`config.mk`:
```
export PLATFORM = sky130hd
export DESIGN_NAME = flit_arbiter_4x1_flat
export DESIGN_NICKNAME = d
export VERILOG_FILES = /design/src/rtl/flit_arbiter_4x1_pkg.sv /design/src/rtl/flit_arbiter_4x1_if.sv /design/src/rtl/flit_arbiter_4x1_rr_pick_4.sv /design/src/rtl/mux_flit_4x1.sv /design/src/rtl/flit_arbiter_4x1.sv /design/src/flat_wrapper.sv
export SDC_FILE = /design/constraint.sdc
export NUM_CORES = 1
export LEC_CHECK = 0
export ABC_AREA = 1
export BUFFER_PORTS_ARGS = -buffer_cell sky130_fd_sc_hd__buf_4
export CORE_ASPECT_RATIO = 0.75
export CORE_UTILIZATION = 40
export DETAILED_ROUTE_END_ITERATION = 8
export PLACE_DENSITY = 0.68
export SYNTH_ARGS = -nofsm -noshare
export SYNTH_HDL_FRONTEND = slang
export SYNTH_SLANG_ARGS = --single-unit
```
`constraint.sdc`:
```
create_clock -name clk -period 1.7 [get_ports clk]
set_input_delay 0.17 -clock clk [delete_from_list [all_inputs] [get_ports clk]]
set_output_delay 0.17 -clock clk [all_outputs]
set_load 0.02 [all_outputs]
```
`src/rtl/flit_arbiter_4x1_pkg.sv`:
```
// Shared definitions for the 4:1 flit arbiter: flit type codes, FSM state
// encoding and small helpers that classify a flit by its type field.
package flit_arbiter_4x1_pkg;

  localparam int unsigned num_ports = 4;

  // Flit type lives in the two MSBs of every flit.
  typedef enum logic [1:0] {
    FT_BODY   = 2'b00,
    FT_HEAD   = 2'b01,
    FT_TAIL   = 2'b10,
    FT_SINGLE = 2'b11
  } flit_type_e;

  typedef enum logic {
    IDLE   = 1'b0,
    LOCKED = 1'b1
  } arb_state_e;

  // A head or single flit may start a packet and is an arbitration candidate.
  function automatic logic opens_packet(input logic [1:0] ft);
    return (ft == FT_HEAD) || (ft == FT_SINGLE);
  endfunction

  // A tail or single flit ends the packet and releases the wormhole lock.
  function automatic logic closes_packet(input logic [1:0] ft);
    return (ft == FT_TAIL) || (ft == FT_SINGLE);
  endfunction

endpackage

```
`src/rtl/flit_arbiter_4x1_if.sv`:
```
// Bundle of the four input flit streams, the mux select and the buffered
// output link. The slave modport is the arbiter's view; master is the view of
// whatever drives the inputs and sinks the output.
interface flit_arbiter_4x1_if #(
  parameter int unsigned flit_width = 6
);

  logic [flit_width-1:0] flit1;
  logic [flit_width-1:0] flit2;
  logic [flit_width-1:0] flit3;
  logic [flit_width-1:0] flit4;
  logic [3:0]            in_valid;
  logic [3:0]            in_ready;
  logic [1:0]            select;
  logic [flit_width-1:0] out_flit;
  logic                  out_valid;
  logic                  out_ready;

  modport slave (
    input  flit1,
    input  flit2,
    input  flit3,
    input  flit4,
    input  in_valid,
    output in_ready,
    output select,
    output out_flit,
    output out_valid,
    input  out_ready
  );

  modport master (
    output flit1,
    output flit2,
    output flit3,
    output flit4,
    output in_valid,
    input  in_ready,
    input  select,
    input  out_flit,
    input  out_valid,
    output out_ready
  );

endinterface

```
`src/rtl/flit_arbiter_4x1_rr_pick_4.sv`:
```
// Combinational round-robin picker: scans ptr, ptr+1, ... (mod 4) and returns
// the first requesting input. any=0 means nobody requested; grant is then 0.
module rr_pick_4 (
  input  logic [3:0] req,
  input  logic [1:0] ptr,
  output logic [1:0] grant,
  output logic       any
);

  logic [1:0] idx;

  // Walk the search order backwards so the last hit written is the first in
  // round-robin order; 2-bit addition gives the wrap 3 -> 0 for free.
  always_comb begin
    grant = 2'd0;
    any   = 1'b0;
    idx   = 2'd0;
    for (int k = 3; k >= 0; k--) begin
      idx = ptr + 2'(k);
      if (req[idx]) begin
        grant = idx;
        any   = 1'b1;
      end
    end
  end

endmodule

```
`src/rtl/mux_flit_4x1.sv`:
```
// Plain 4:1 flit multiplexer steered by the arbiter's registered select.
module mux_flit_4x1 #(
  parameter int unsigned flit_width = 6
) (
  input  logic [flit_width-1:0] flit1,
  input  logic [flit_width-1:0] flit2,
  input  logic [flit_width-1:0] flit3,
  input  logic [flit_width-1:0] flit4,
  input  logic [1:0]            select,
  output logic [flit_width-1:0] out_flit
);

  // Route the selected input flit to the output.
  always_comb begin
    out_flit = flit1;
    unique case (select)
      2'd0: out_flit = flit1;
      2'd1: out_flit = flit2;
      2'd2: out_flit = flit3;
      2'd3: out_flit = flit4;
    endcase
  end

endmodule

```
`src/rtl/flit_arbiter_4x1.sv`:
```
// Wormhole round-robin arbiter for four flit inputs onto one output link.
// In IDLE it picks a head/single flit owner, then stays LOCKED on that input
// until the tail (or single) flit has been moved into the one-entry output
// buffer. The buffer may drain and refill in the same cycle.
module flit_arbiter_4x1
  import flit_arbiter_4x1_pkg::*;
#(
  parameter int unsigned flit_width = 6
) (
  input logic               clk,
  input logic               rst,
  flit_arbiter_4x1_if.slave bus
);

  arb_state_e            state_q;
  logic [1:0]            rr_ptr_q;
  logic [1:0]            select_q;
  logic [flit_width-1:0] out_flit_q;
  logic                  out_valid_q;

  logic [flit_width-1:0] muxed_flit;
  logic [3:0]            candidates;
  logic [1:0]            pick;
  logic                  pick_any;
  logic                  space;
  logic [3:0]            in_ready;
  logic                  xfer;

  function automatic logic [1:0] ftype(input logic [flit_width-1:0] f);
    return f[flit_width-1 -: 2];
  endfunction

  mux_flit_4x1 #(
    .flit_width(flit_width)
  ) u_mux (
    .flit1   (bus.flit1),
    .flit2   (bus.flit2),
    .flit3   (bus.flit3),
    .flit4   (bus.flit4),
    .select  (select_q),
    .out_flit(muxed_flit)
  );

  // Only valid head/single flits may open a packet; stray body/tail flits
  // sitting at an input while IDLE are ignored and never acknowledged.
  always_comb begin
    candidates    = '0;
    candidates[0] = bus.in_valid[0] & opens_packet(ftype(bus.flit1));
    candidates[1] = bus.in_valid[1] & opens_packet(ftype(bus.flit2));
    candidates[2] = bus.in_valid[2] & opens_packet(ftype(bus.flit3));
    candidates[3] = bus.in_valid[3] & opens_packet(ftype(bus.flit4));
  end

  rr_pick_4 u_pick (
    .req  (candidates),
    .ptr  (rr_ptr_q),
    .grant(pick),
    .any  (pick_any)
  );

  // Buffer can take a flit if empty or being drained this very cycle.
  assign space = ~out_valid_q | bus.out_ready;

  // Acknowledge only the locked owner, and only when the buffer has room.
  always_comb begin
    in_ready = '0;
    if (state_q == LOCKED) begin
      in_ready[select_q] = bus.in_valid[select_q] & space;
    end
  end

  assign xfer = |in_ready;

  // Arbitration FSM, round-robin pointer and the output buffer register.
  always_ff @(posedge clk or posedge rst) begin
    if (rst) begin
      state_q     <= IDLE;
      rr_ptr_q    <= 2'd0;
      select_q    <= 2'd0;
      out_flit_q  <= '0;
      out_valid_q <= 1'b0;
    end else begin
      if (xfer) begin
        out_flit_q  <= muxed_flit;
        out_valid_q <= 1'b1;
      end else if (bus.out_ready) begin
        out_valid_q <= 1'b0;
      end

      unique case (state_q)
        IDLE: begin
          if (pick_any) begin
            select_q <= pick;
            state_q  <= LOCKED;
          end
        end
        LOCKED: begin
          // select_q keeps pointing at the last owner until the next grant.
          if (xfer && closes_packet(ftype(muxed_flit))) begin
            state_q  <= IDLE;
            rr_ptr_q <= select_q + 2'd1;
          end
        end
      endcase
    end
  end

  assign bus.in_ready  = in_ready;
  assign bus.select    = select_q;
  assign bus.out_flit  = out_flit_q;
  assign bus.out_valid = out_valid_q;

endmodule

```
`src/flat_wrapper.sv`:
```
// flat-port wrapper written by rule: the top's interface ports become plain ports
module flit_arbiter_4x1_flat import flit_arbiter_4x1_pkg::*;
#(
  parameter int unsigned flit_width = 6
)
  (clk, rst, bus_flit1, bus_flit2, bus_flit3, bus_flit4, bus_in_valid, bus_in_ready, bus_select, bus_out_flit, bus_out_valid, bus_out_ready);
  flit_arbiter_4x1_if #(.flit_width(flit_width)) bus_i ();
  input logic clk;
  input logic rst;
  input wire logic [$bits(bus_i.flit1)-1:0] bus_flit1;
  input wire logic [$bits(bus_i.flit2)-1:0] bus_flit2;
  input wire logic [$bits(bus_i.flit3)-1:0] bus_flit3;
  input wire logic [$bits(bus_i.flit4)-1:0] bus_flit4;
  input wire logic [$bits(bus_i.in_valid)-1:0] bus_in_valid;
  output wire logic [$bits(bus_i.in_ready)-1:0] bus_in_ready;
  output wire logic [$bits(bus_i.select)-1:0] bus_select;
  output wire logic [$bits(bus_i.out_flit)-1:0] bus_out_flit;
  output wire logic [$bits(bus_i.out_valid)-1:0] bus_out_valid;
  input wire logic [$bits(bus_i.out_ready)-1:0] bus_out_ready;
  assign bus_i.flit1 = bus_flit1;
  assign bus_i.flit2 = bus_flit2;
  assign bus_i.flit3 = bus_flit3;
  assign bus_i.flit4 = bus_flit4;
  assign bus_i.in_valid = bus_in_valid;
  assign bus_in_ready = bus_i.in_ready;
  assign bus_select = bus_i.select;
  assign bus_out_flit = bus_i.out_flit;
  assign bus_out_valid = bus_i.out_valid;
  assign bus_i.out_ready = bus_out_ready;
  flit_arbiter_4x1 #(.flit_width(flit_width)) u_core (.clk(clk), .rst(rst), .bus(bus_i));
endmodule
```
==> reports/qor.yml <==
status:
  status: "finished clean"
setup_path:
  critPathSlowestCell: "dfrtp_2"
  cp-start-kind: "register"
  critPathKind: "register to register"
  arrival_ns: 1.75
  critPathMaxFanout: 8
  cpPeakStageDelay_ns: 0.45
  crit_path_end_kind: "register"
  crit_chain: "buf_4 > ha_2 > o211ai_4 > nand2_4 > nand3_1 > nand2_1"
  crit_required_ns: 1.83
hold_path:
  hold_class: "input port to register"
synth:
  yosysTopAreaCellShare_pct: 27.1
  synth_xor_area_share_pct: 1.58
  synth-adder-area-share_pct: 5.64
  synthSimpleGateAreaFrac_pct: 35.6
  yosys_register_bits: 12
  synth_area_leaders: "dfrtp_1 (27%), nand2_1 (20%), nand3_1 (9.0%), inv_1 (6.4%), ha_1 (5.6%)"
  syn_inst: 154
  yosysWarningCount: 0
  synthesis.area_sq_mm: 0.00111
  synth-compound-area-share_pct: 15.8
  synthMuxAreaShare_pct: 0
  syn_nets: 190
  synthDistinctLibCells: 27
  synth.largest_area_cell: "dfrtp_1"
  avgSynthCellArea_sq_um: 7.21
  ys_seq_area_share_pct: 27.1
  synth_top_family_by_area: "simple AND/OR/NAND/NOR gates"
die:
  core-area_sq_mm: 0.00262
  start_util_pct: 42.3
  io_pins: 44
  die-area_sq_mm: 0.00299
  dieWidth_um: 62.8
  die_h_um: 47.6
  rows: 16
global_routing:
  antenna_found_initial: 0
  overflow: 0
  grt_pass1_wl_mm: 4.29
  grt_start_max_net_pins: 13
  grt_usage_pct: 19.3
  grt_pass1_vias: 947
sta:
  slew_violations: 0
  hold_viol_final: 0
  period_minus_slack_ns: 1.61
  finalSetupViolCount: 0
  fin_worst_skew_ns: 0.00119
  worst_slack_ns: 0.0860
  fin_crit_sh_pct: 94.9
  tightest_slew_ns: 0.429
  timing.slew.headroom_pct: 71.4
  hold_slack_ns: 0.242
  fmax_mhz: 620
clock_network:
  clk_pin_slew_ns: 0.05
  clkLatencyLatePin_ns: 0.24
  clock_tree.root_cell: "clkbuf_8"
  cts_max_level: 1
  cts_num_sinks: 12
  clk_path_buf_depth: 2
  cts_buffers: 3
  cts_tree: "built"
power_and_ir_drop:
  p_leak_nw: 0.814
  p_total_mw: 2.82
  ir_drop_uv: 899
  power_density_mw_per_mm2: 1820
routing:
  routedWlPerCell_um: 11.7
  first_iter_violations: 55
  via_per_inst: 4.90
  drt_wl_total_mm: 2.80
  vias: 1175
  final_antenna_net_count: 0
  first_pass_iters: 4
  drc_errors: 0
layout:
  final_cell_mix: "nand2_1 (58), buf_4 (51), nand3_1 (20)"
  num-nets-final: 241
  area_growth_pct: 39.7
  stdcell_area_sq_mm: 0.00155
  multi_input_area_sq_um: 673
  drive_gt1_share_pct: 35.8
  finalCoreUtilization_pct: 59.1
  n_antenna_cell: 0
  final_common_cell: "nand2_1"
  ff_latch_area_sq_um: 303
  fillers: 230
placement:
  dpl_cell_area_sq_mm: 0.00143
  preCtsSetupSlack_ns: 0.0474
  place_congestion: 0.872
  dp_hpwl_mm: 2.26
  port_buffers: 43
run:
  maxCapViolations: 0
## kinds of logic (layout without fill, tap and decap cells)
kind of cell | count (synthesis) | after routing
adder cells (fa/ha/maj) | 5 | 5
buffers and inverters | 27 | 77
flip-flops | 12 | 12
XOR/XNOR | 2 | 2
AO/OA/AOI/OAI | 18 | 18
AND/OR/NAND/NOR | 90 | 90
## worst max-delay path, delay by kind of cell, from the launching register on
| kind | cells | cell delay [ns] |
|---|---|---|
| AOI/OAI and AO/OA | 1 | 0.35 |
| adders and majority gates | 1 | 0.25 |
| buffers and inverters | 1 | 0.16 |
| DFF | 1 | 0.45 |
| and+or+nand+nor | 3 | 0.30 |
## worst paths after layout
path | start | end | slack, ns | depth (start not counted)
max in group asynchronous | rst | u_core.bus.select[1]$_DFFE_PP0P_ | 0.89 | 3
min in group asynchronous | rst | u_core.bus.out_flit[3]$_DFFE_PP0P_ | 0.49 | 3
min reg2reg | u_core.bus.out_flit[3]$_DFFE_PP0P_ | u_core.bus.out_flit[3]$_DFFE_PP0P_ | 0.51 | 2
max | u_core.bus.select[0]$_DFFE_PP0P_ | u_core.rr_ptr_q[1]$_DFFE_PP0P_ | 0.09 | 6
min | bus_out_ready | u_core.bus.out_valid$_DFFE_PP0P_ | 0.24 | 4
max reg2reg | u_core.bus.select[0]$_DFFE_PP0P_ | u_core.rr_ptr_q[1]$_DFFE_PP0P_ | 0.09 | 6
## per-layer routing
metal | up-vias | track usage [%] | part of all wire (%)
li1 | 594 | - | -
met1 | 538 | 27.4 | 50
met2 | 38 | 27.4 | 43
met3 | 5 | 4.52 | 6.1
met4 | 0 | 10.2 | 1.1
met5 | - | 0 | 0
## through the flow
step           std cells  TNS (ns)
4_1_cts              236         0
6_report             240         0
3_3_place_gp         231         0
2_1_floorplan        154         0
3_5_place_dp         231         0
5_1_grt              240   -0.0244
## synthesized netlist by cell type
library cell,number
clkinv_1,1
buf_4,1
buf_6,1
buf_12,1
xnor2_1,1
a21oi_1,7
o21ai_1,1
a32oi_4,1
clkbuf_1,1
o211ai_4,2
nand2_1,59
dfrtp_1,12
o21ai_0,1
ha_1,5
nor2_2,1
xor2_1,1
clkbuf_2,1
nand2_2,1
inv_1,19
inv_2,1
nand3_1,20
nand3_2,2
nand2_4,2
a32oi_1,5
bufbuf_16,1
nor2_1,5
a21oi_4,1
## registers in the layout, summed over array words and instances, names as in the netlist
| name | flops |
|---|---|
| u_core.bus.out_flit | 6 |
| u_core.bus.select | 2 |
| u_core.rr_ptr_q | 2 |
| u_core.bus.out_valid | 1 |
| u_core.state_q | 1 |
## final cells by class
| class | instances | area share, % |
|---|---|---|
| multi-input combinational | 115 | 43.4 |
| timing repair buffer | 52 | 25.3 |
| sequential | 12 | 19.5 |
| inverter | 21 | 5.25 |
| clock buffer | 4 | 3.55 |
| tap | 36 | 2.91 |
## report_power, final
group	switching [mW]	internal (mW)	total, mW
clock	0.102	0.204	0.307
sequential	0.167	0.433	0.600
combinational	1.11	0.804	1.91
total	1.38	1.44	2.82
## repair_timing
item                                    4_1_cts  5_1_grt
hold buffers                                  1        0
endpoints found under the setup margin        3       12
resized for setup                             1        8
pin swaps                                     1        2
buffers inserted                              0        4
endpoints found under the hold margin        12        0
(Power assumes the default switching activity.)
